<file path="config.mk">
export PLATFORM = sky130hd
export DESIGN_NAME = wb_rr_arbiter_flat
export DESIGN_NICKNAME = d
export VERILOG_FILES = /design/src/rtl/wb_rr_arbiter_if.sv /design/src/rtl/wb_rr_arbiter.sv /design/src/flat_wrapper.sv
export SDC_FILE = /design/constraint.sdc
export NUM_CORES = 1
export LEC_CHECK = 0
export BUFFER_PORTS_ARGS = -buffer_cell sky130_fd_sc_hd__buf_2
export CORE_AREA = 5 5 168 170
export CTS_CLUSTER_DIAMETER = 150
export DETAILED_ROUTE_END_ITERATION = 8
export DIE_AREA = 0 0 173 175
export GPL_TIMING_DRIVEN = 0
export PLACE_DENSITY = 0.49
export SETUP_SLACK_MARGIN = 0.1
export SYNTH_ARGS = -nofsm -noshare
export SYNTH_HDL_FRONTEND = slang
export SYNTH_SLANG_ARGS = --single-unit
</file>
<file path="constraint.sdc">
create_clock -name i_clk -period 2.8 [get_ports i_clk]
set_clock_uncertainty 0.15 [all_clocks]
set_input_delay 0.56 -clock i_clk [delete_from_list [all_inputs] [get_ports i_clk]]
set_output_delay 0.56 -clock i_clk [all_outputs]
set_load 0.01 [all_outputs]
</file>
<file path="src/rtl/wb_rr_arbiter_if.sv">
// Wishbone signal bundle carrying N parallel master lanes (N=1 for a single slave port).
// The arbiter faces its masters through the slave modport and its slave through the master modport.
interface wb_rr_arbiter_if #(
  parameter int N  = 1,
  parameter int AW = 32,
  parameter int DW = 32
);
  logic [N-1:0]        cyc;
  logic [N-1:0]        stb;
  logic [N-1:0]        we;
  logic [N*DW/8-1:0]   sel;
  logic [N*AW-1:0]     adr;
  logic [N*DW-1:0]     dat_w;
  logic [DW-1:0]       dat_r;
  logic [N-1:0]        ack;
  logic [N-1:0]        err;

  modport master (output cyc, stb, we, sel, adr, dat_w, input  dat_r, ack, err);
  modport slave  (input  cyc, stb, we, sel, adr, dat_w, output dat_r, ack, err);
endinterface

</file>
<file path="src/rtl/wb_rr_arbiter.sv">
// Four-master to one-slave Wishbone arbiter: round-robin grant held for the whole bus cycle,
// with a watchdog that errors out a strobe the slave never terminates.
module wb_rr_arbiter #(
  parameter int AW      = 32,
  parameter int DW      = 32,
  parameter int TIMEOUT = 255
) (
  input  logic            i_clk,
  input  logic            i_rst_n,
  wb_rr_arbiter_if.slave  m_if,
  wb_rr_arbiter_if.master s_if,
  output logic [3:0]      o_gnt,
  output logic            o_busy
);
  localparam int         SW      = DW / 8;
  localparam logic [7:0] TO_LAST = 8'(TIMEOUT - 1);

  typedef enum logic [1:0] {
    ST_IDLE = 2'd0,
    ST_OWN  = 2'd1,
    ST_ERR  = 2'd2
  } state_t;

  state_t     r_state, w_state_nxt;
  logic [3:0] r_gnt, w_gnt_nxt;
  logic [1:0] r_last, w_last_nxt;
  logic [7:0] r_cnt, w_cnt_nxt;
  logic [1:0] w_cand, w_pick;
  logic       w_hit, w_any;
  logic       w_own, w_held;
  logic       w_cyc_g, w_stb_g, w_we_g;
  logic       w_s_stb, w_inc, w_fire;

  assign w_own   = (r_state == ST_OWN);
  assign w_held  = (r_state != ST_IDLE);
  assign w_cyc_g = m_if.cyc[r_last];
  assign w_stb_g = m_if.stb[r_last];
  assign w_we_g  = m_if.we[r_last];

  // Round-robin pick: first requester strictly after the previous owner
  always_comb begin
    w_pick = r_last;
    w_any  = 1'b0;
    w_cand = r_last;
    w_hit  = 1'b0;
    for (int i = 1; i <= 4; i++) begin
      w_cand = r_last + 2'(i);
      w_hit  = m_if.cyc[w_cand] & ~w_any;
      w_pick = w_hit ? w_cand : w_pick;
      w_any  = w_any | w_hit;
    end
  end

  // Stall count includes the current cycle, so the error lands in stb cycle TIMEOUT; ack/err win
  assign w_s_stb = w_own & w_stb_g;
  assign w_inc   = w_s_stb & ~s_if.ack[0] & ~s_if.err[0];
  assign w_fire  = w_inc & (r_cnt == TO_LAST);

  // Next-state, grant and watchdog counter
  always_comb begin
    w_state_nxt = r_state;
    w_gnt_nxt   = r_gnt;
    w_last_nxt  = r_last;
    case (r_state)
      ST_IDLE: begin
        if (w_any) begin
          w_state_nxt = ST_OWN;
          w_gnt_nxt   = 4'b0001 << w_pick;
          w_last_nxt  = w_pick;
        end else begin
          w_state_nxt = ST_IDLE;
          w_gnt_nxt   = 4'b0000;
        end
      end
      ST_OWN: begin
        if (!w_cyc_g) begin
          w_state_nxt = ST_IDLE;
          w_gnt_nxt   = 4'b0000;
        end else if (w_fire) begin
          w_state_nxt = ST_ERR;
        end else begin
          w_state_nxt = ST_OWN;
        end
      end
      ST_ERR: begin
        if (!w_cyc_g) begin
          w_state_nxt = ST_IDLE;
          w_gnt_nxt   = 4'b0000;
        end else begin
          w_state_nxt = ST_ERR;
        end
      end
      default: begin
        w_state_nxt = ST_IDLE;
        w_gnt_nxt   = 4'b0000;
      end
    endcase
    w_cnt_nxt = (w_inc && !w_fire && (w_state_nxt == ST_OWN)) ? (r_cnt + 8'd1) : 8'd0;
  end

  // State, grant, round-robin pointer and watchdog registers
  always_ff @(posedge i_clk or negedge i_rst_n) begin
    if (!i_rst_n) begin
      r_state <= ST_IDLE;
      r_gnt   <= 4'b0000;
      r_last  <= 2'd3;
      r_cnt   <= 8'd0;
    end else begin
      r_state <= w_state_nxt;
      r_gnt   <= w_gnt_nxt;
      r_last  <= w_last_nxt;
      r_cnt   <= w_cnt_nxt;
    end
  end

  assign s_if.cyc   = w_own & w_cyc_g;
  assign s_if.stb   = w_s_stb;
  assign s_if.we    = w_own & w_we_g;
  assign s_if.sel   = w_held ? m_if.sel[int'(r_last)*SW +: SW]   : {SW{1'b0}};
  assign s_if.adr   = w_held ? m_if.adr[int'(r_last)*AW +: AW]   : {AW{1'b0}};
  assign s_if.dat_w = w_held ? m_if.dat_w[int'(r_last)*DW +: DW] : {DW{1'b0}};

  // Terminations reach only the owner, and only while it really owns the bus
  assign m_if.dat_r = s_if.dat_r;
  assign m_if.ack   = (w_own & s_if.ack[0]) ? r_gnt : 4'b0000;
  assign m_if.err   = (w_own & (s_if.err[0] | w_fire)) ? r_gnt : 4'b0000;

  assign o_gnt  = r_gnt;
  assign o_busy = w_held;
endmodule

</file>
<file path="src/flat_wrapper.sv">
// flat-port wrapper written by rule: the top's interface ports become plain ports
module wb_rr_arbiter_flat 
#(
  parameter int AW      = 32,
  parameter int DW      = 32,
  parameter int TIMEOUT = 255
)
  (i_clk, i_rst_n, o_gnt, o_busy, m_if_cyc, m_if_stb, m_if_we, m_if_sel, m_if_adr, m_if_dat_w, m_if_dat_r, m_if_ack, m_if_err, s_if_cyc, s_if_stb, s_if_we, s_if_sel, s_if_adr, s_if_dat_w, s_if_dat_r, s_if_ack, s_if_err);
  wb_rr_arbiter_if #(.N(4), .AW(AW), .DW(DW)) m_if_i ();
  wb_rr_arbiter_if #(.N(1), .AW(AW), .DW(DW)) s_if_i ();
  input  logic i_clk;
  input  logic i_rst_n;
  output logic [3:0] o_gnt;
  output logic o_busy;
  input wire logic [$bits(m_if_i.cyc)-1:0] m_if_cyc;
  input wire logic [$bits(m_if_i.stb)-1:0] m_if_stb;
  input wire logic [$bits(m_if_i.we)-1:0] m_if_we;
  input wire logic [$bits(m_if_i.sel)-1:0] m_if_sel;
  input wire logic [$bits(m_if_i.adr)-1:0] m_if_adr;
  input wire logic [$bits(m_if_i.dat_w)-1:0] m_if_dat_w;
  output wire logic [$bits(m_if_i.dat_r)-1:0] m_if_dat_r;
  output wire logic [$bits(m_if_i.ack)-1:0] m_if_ack;
  output wire logic [$bits(m_if_i.err)-1:0] m_if_err;
  output wire logic [$bits(s_if_i.cyc)-1:0] s_if_cyc;
  output wire logic [$bits(s_if_i.stb)-1:0] s_if_stb;
  output wire logic [$bits(s_if_i.we)-1:0] s_if_we;
  output wire logic [$bits(s_if_i.sel)-1:0] s_if_sel;
  output wire logic [$bits(s_if_i.adr)-1:0] s_if_adr;
  output wire logic [$bits(s_if_i.dat_w)-1:0] s_if_dat_w;
  input wire logic [$bits(s_if_i.dat_r)-1:0] s_if_dat_r;
  input wire logic [$bits(s_if_i.ack)-1:0] s_if_ack;
  input wire logic [$bits(s_if_i.err)-1:0] s_if_err;
  assign m_if_i.cyc = m_if_cyc;
  assign m_if_i.stb = m_if_stb;
  assign m_if_i.we = m_if_we;
  assign m_if_i.sel = m_if_sel;
  assign m_if_i.adr = m_if_adr;
  assign m_if_i.dat_w = m_if_dat_w;
  assign m_if_dat_r = m_if_i.dat_r;
  assign m_if_ack = m_if_i.ack;
  assign m_if_err = m_if_i.err;
  assign s_if_cyc = s_if_i.cyc;
  assign s_if_stb = s_if_i.stb;
  assign s_if_we = s_if_i.we;
  assign s_if_sel = s_if_i.sel;
  assign s_if_adr = s_if_i.adr;
  assign s_if_dat_w = s_if_i.dat_w;
  assign s_if_i.dat_r = s_if_dat_r;
  assign s_if_i.ack = s_if_ack;
  assign s_if_i.err = s_if_err;
  wb_rr_arbiter #(.AW(AW), .DW(DW), .TIMEOUT(TIMEOUT)) u_core (.i_clk(i_clk), .i_rst_n(i_rst_n), .m_if(m_if_i), .s_if(s_if_i), .o_gnt(o_gnt), .o_busy(o_busy));
endmodule
</file>
---- Yosys cells after proc, flatten, opt, wreduce, memory -nomap -nowiden ----
Cells that the tools add are included.
storage, ports and cells
  register bits ........................... 16
  output and inout bits ................... 116
  logic and storage cells ................. 78
cells by class
  add/subtract/negate cells ............... 4
  order comparisons ....................... 4
  equal/unequal tests ..................... 5
  shift-type cells ........................ 4
  mux-type cells .......................... 30
  bitwise operators ....................... 20
  reductions and logical operators ........ 7
operators with widths
  kind                                                                  count
  128-bit by 8-bit variable part select with 32-bit output              2
  32-bit two-way mux                                                    2
  4-bit two-way mux                                                     5
  16-bit by 5-bit variable part select with 4-bit output                1
  2-bit two-way mux                                                     7
  1-bit binary-select mux with 2-bit select                             6
  2-bit by 3-bit < comparator with 1-bit output, second input constant  4
  1-bit AND                                                             11
  8-bit by 1-bit adder with 8-bit output, second input constant         1
  8-bit == test, second input constant                                  1
  8-bit two-way mux                                                     1
  4-bit case mux with 2 select lines                                    1
  1-bit two-way mux                                                     7
  2-bit case mux with 3 select lines                                    1
  1-bit inverter                                                        5
  2-bit adder, second input constant                                    2
  2-bit by 1-bit == test with 1-bit output, second input constant       2
  1-bit OR                                                              4
  1-bit by 2-bit << shifter with 4-bit output, first input constant     1
  2-bit by 1-bit adder with 2-bit output, second input constant         1
  2-bit == test, second input constant                                  1
  1-bit logical AND                                                     2
  2-bit logical NOT                                                     1
  2-bit inequality test, second input constant                          1
  other kinds (4)                                                       4

---- Longest topological paths before layout ----
  word-level depth ........................ 17
  gate-level depth with buffers ........... 6
  gate-level depth less buffers ........... 6

---- Worst setup path after synthesis ----
Ideal clock, no wire load.
  path type ............................... flip-flop to output port
  start point ............................. register u_core.r_last[0]
  end point ............................... output port s_if_adr[0]
  arrival time ............................ 1.752 ns
  setup slack ............................. 0.338 ns
  stages on the path, launching flop included .. 5
  buffers on the path ..................... 2
  path through ............................ dfstp_2 buf_2 buf_2 mux4_2 and2_1
on the way
  cells in the longest elaborated chain, start to end .. 2
RTL lines
  item                                                      RTL line              RTL
  start: declaration                                        wb_rr_arbiter.sv:26   logic [1:0] r_last, w_last_nxt;
  start signal: assignment                                  wb_rr_arbiter.sv:111  r_last <= w_last_nxt;
  128-bit by 8-bit variable part select with 32-bit output  wb_rr_arbiter.sv:120  assign s_if.adr = w_held ? m_if.adr[int'(r_last)*AW +: AW] : {AW{1'b0}};
  32-bit two-way mux                                        wb_rr_arbiter.sv:120
  end: declaration                                          flat_wrapper.sv:28    output wire logic [$bits(s_if_i.adr)-1:0] s_if_adr;
No other way between the ends.

---- Worst setup path in the final report ----
  start point ............................. register u_core.r_last[0]
  end point ............................... output port s_if_sel[0]
on the way
  cells in the longest elaborated chain, start to end .. 2
RTL lines
  item                                                    RTL line              RTL
  16-bit by 5-bit variable part select with 4-bit output  wb_rr_arbiter.sv:119  assign s_if.sel = w_held ? m_if.sel[int'(r_last)*SW +: SW] : {SW{1'b0}};
  4-bit two-way mux                                       wb_rr_arbiter.sv:119
  end: declaration                                        flat_wrapper.sv:27    output wire logic [$bits(s_if_i.sel)-1:0] s_if_sel;
No other way between the ends.

==> out/qor.yml <==
status: "completed"
htreeDepth: 1
drc: 0
antenna_found_initial: 6
hold_viol_final: 0
rsz0062_at_grt: "true"
ant_nets: 0
worstSkewPairLatency_ps: 250
synth_top_area_share_pct: 47.8
internal_power_w: 0.00380
place.gp.congestion: 0.874
fin_tns_setup_ps: 0
netlist_area_um2: 3340
die_w_um: 173
nNetsFinal: 1042
start_util_pct: 12.6
crit_arrival_ps: 2060
core_um2: 26600
syn_to_final_growth_pct: 102
slew-limit-headroom_pct: 58.1
synth_area_per_cell_um2: 11.3
p_seq_share_pct: 5.8
post-place-cells: 1041
fmax_mhz: 360
wl_per_cell_um: 18.9
cap_viol_max_count: 0
n_fill_cell: 2856
switching_share_pct: 39.5
yosysUniqueCellTypes: 35
p_total_w: 0.00629
yosysMostFrequentCell: "and2_1"
ys_ff_latch: 16
peakVddDrop_mv: 0.269
drt_wl_total_mm: 20.0
die_h_um: 175
start_kind: "flop"
yosys-top-cells-count: "and2_1 (72), mux4_2 (71), buf_4 (33)"
cts_tree: "built"
ys_async_sr_fraction_pct: 100
io_buffers: 403
grt_max_degree: 17
clockBufferDepth: 2
drtPass1Iterations: 4
switchingPower_w: 0.00249
dp_hpwl_mm: 17.2
yosysTopAreaCell: "mux4_2"
row_count: 60
clock-sinks: 16
grt_pass1_vias: 4609
synth-seq-area-share_pct: 12.0
pwr-share-comb_pct: 89.3
grt_use_total_pct: 11.9
fin_crit_ps: 2770
synthTopCellsByArea: "mux4_2 (48%), and2_1 (13%), dfrtp_1 (10%), buf_4 (7.4%), ha_1 (2.2%)"
worstPathRequired_ps: 2090
ys.flop_type: "dfrtp_1"
ys_warn_count: 0
layout.cells.non_filler: 1060
synth_edf_count: 0
final.period_utilization_pct: 99.1
clkSlewWorstSetupHoldPaths_ps: 50
worst-path-max-fanout: 8
path_class: "flop to primary output"
numCtsBuffers: 3
ios: 436
syn_inst: 297
tightest_slew_ps: 621
dr_total_vias: 4316
drive_gt1_share_pct: 85.5
powerDensity_nw_per_um2: 932
grt_pass1_wl_mm: 28.2
cts_root_buf: "clkbuf_16"
viasPerCell: 4.07
worstHoldPathType: "input pin to asynchronous set/reset pin"
gr-total-overflow: 0
clock_power_share_pct: 4.8
leakage_nw: 3.35
end_kind: "primary output"
setup_viol: 0
drt_iter0_drc: 162
drv_slew: 0
dieArea_um2: 30300
syn_nets: 623
==> metrics by stage <==
step	hold slack [ps]	area [um^2]	util, %	worst slack (ps)
finish	62.2	6750	25.4	25.5
global route	95.5	6740	25.4	-39.3
CTS	77.8	6240	23.5	2.84
detailed placement	340	5790	21.8	-284
global placement	343	5790	21.8	-309
floorplan	114	3340	-	338
==> cell type report <==
class	instances	area, um^2	area share (%)
multi-input combinational	217	2730	40.5
inverter	7	30.0	0.445
tap	341	427	6.33
timing repair buffer	414	2520	37.4
clock buffer	4	88.8	1.32
buffer	57	529	7.85
sequential	16	403	5.97
antenna	4	10.0	0.148
==> critical path, cell delays in order, from the launching register on <==
cell and delay, ps:
dfstp_2 580, buf_6 130, buf_16 140, buf_12 150
mux4_2 520, and2_4 180, buf_6 110
==> placed cells by master (no fill, tap or decap), types with 2 or more instances in the layout <==
master / count
buf_2: 348
mux4_2: 71
buf_6: 61
and2_4: 57
buf_4: 41
and2_1: 15
dfrtp_1: 14
and3_1: 9
nand2_1: 8
nor3_1: 8
buf_12: 7
inv_1: 6
ha_1: 6
xor2_1: 5
diode_2: 4
nor2_1: 4
clkbuf_2: 4
buf_16: 4
o31ai_1: 4
nand3_1: 3
clkbuf_1: 3
nand2b_1: 3
clkbuf_16: 3
nand4_1: 2
o211a_1: 2
clkbuf_8: 2
a21oi_1: 2
o21ai_0: 2
dfstp_2: 2
==> registers in the layout, indices dropped and copies added (netlist names) <==
| name | count |
|---|---|
| u_core.r_cnt | 8 |
| u_core.o_gnt | 4 |
| u_core.r_last | 2 |
| u_core.r_state | 2 |
==> worst paths after layout <==
kind	from	end	slack [ps]	depth (start not counted)
max	u_core.r_last[0]	s_if_sel[0]	30	6
min	i_rst_n	u_core.r_cnt[7]	60	1
max reg2reg	u_core.r_last[0]	u_core.r_cnt[2]	430	6
min reg2reg	u_core.o_gnt[1]	u_core.o_gnt[1]	390	2
max in group asynchronous	i_rst_n	u_core.r_last[1]	2130	1
min in group i_clk	u_core.o_gnt[1]	u_core.o_gnt[1]	390	2
==> logic make-up after synthesis <==
kind of cell / synth area share [%]
AND/OR/NAND/NOR: 20.7
flip-flops: 12.0
buffers and inverters: 11.2
multiplexers: 47.8
adder cells (fa/ha/maj): 2.24
AO/OA/AOI/OAI: 4.38
XOR/XNOR: 1.57
==> power by group through the flow <==
stage          registers, W  logic [W]  clock network [W]
2_1_floorplan      0.000354    0.00250                  0
3_3_place_gp       0.000367    0.00409                  0
3_5_place_dp       0.000366    0.00409                  0
4_1_cts            0.000364    0.00475           0.000313
5_1_grt            0.000375    0.00602           0.000322
6_report           0.000365    0.00562           0.000305
==> timing repair <==
action,CTS,global route
hold buffers,0,0
pin swaps,7,8
setup endpoints to repair,69,73
buffers inserted,6,2
gates resized for setup,72,124
cloned,3,0
==> routing by layer <==
metal / GRT usage [%] / vias up / wire length [um]
met2: 22.0 / 264 / 10500
met4: 1.76 / 4 / 235
met3: 3.03 / 18 / 1790
li1: - / 1958 / -
met1: 14.3 / 2072 / 7430
met5: 0 / - / 40
(Power assumes the default switching activity.)
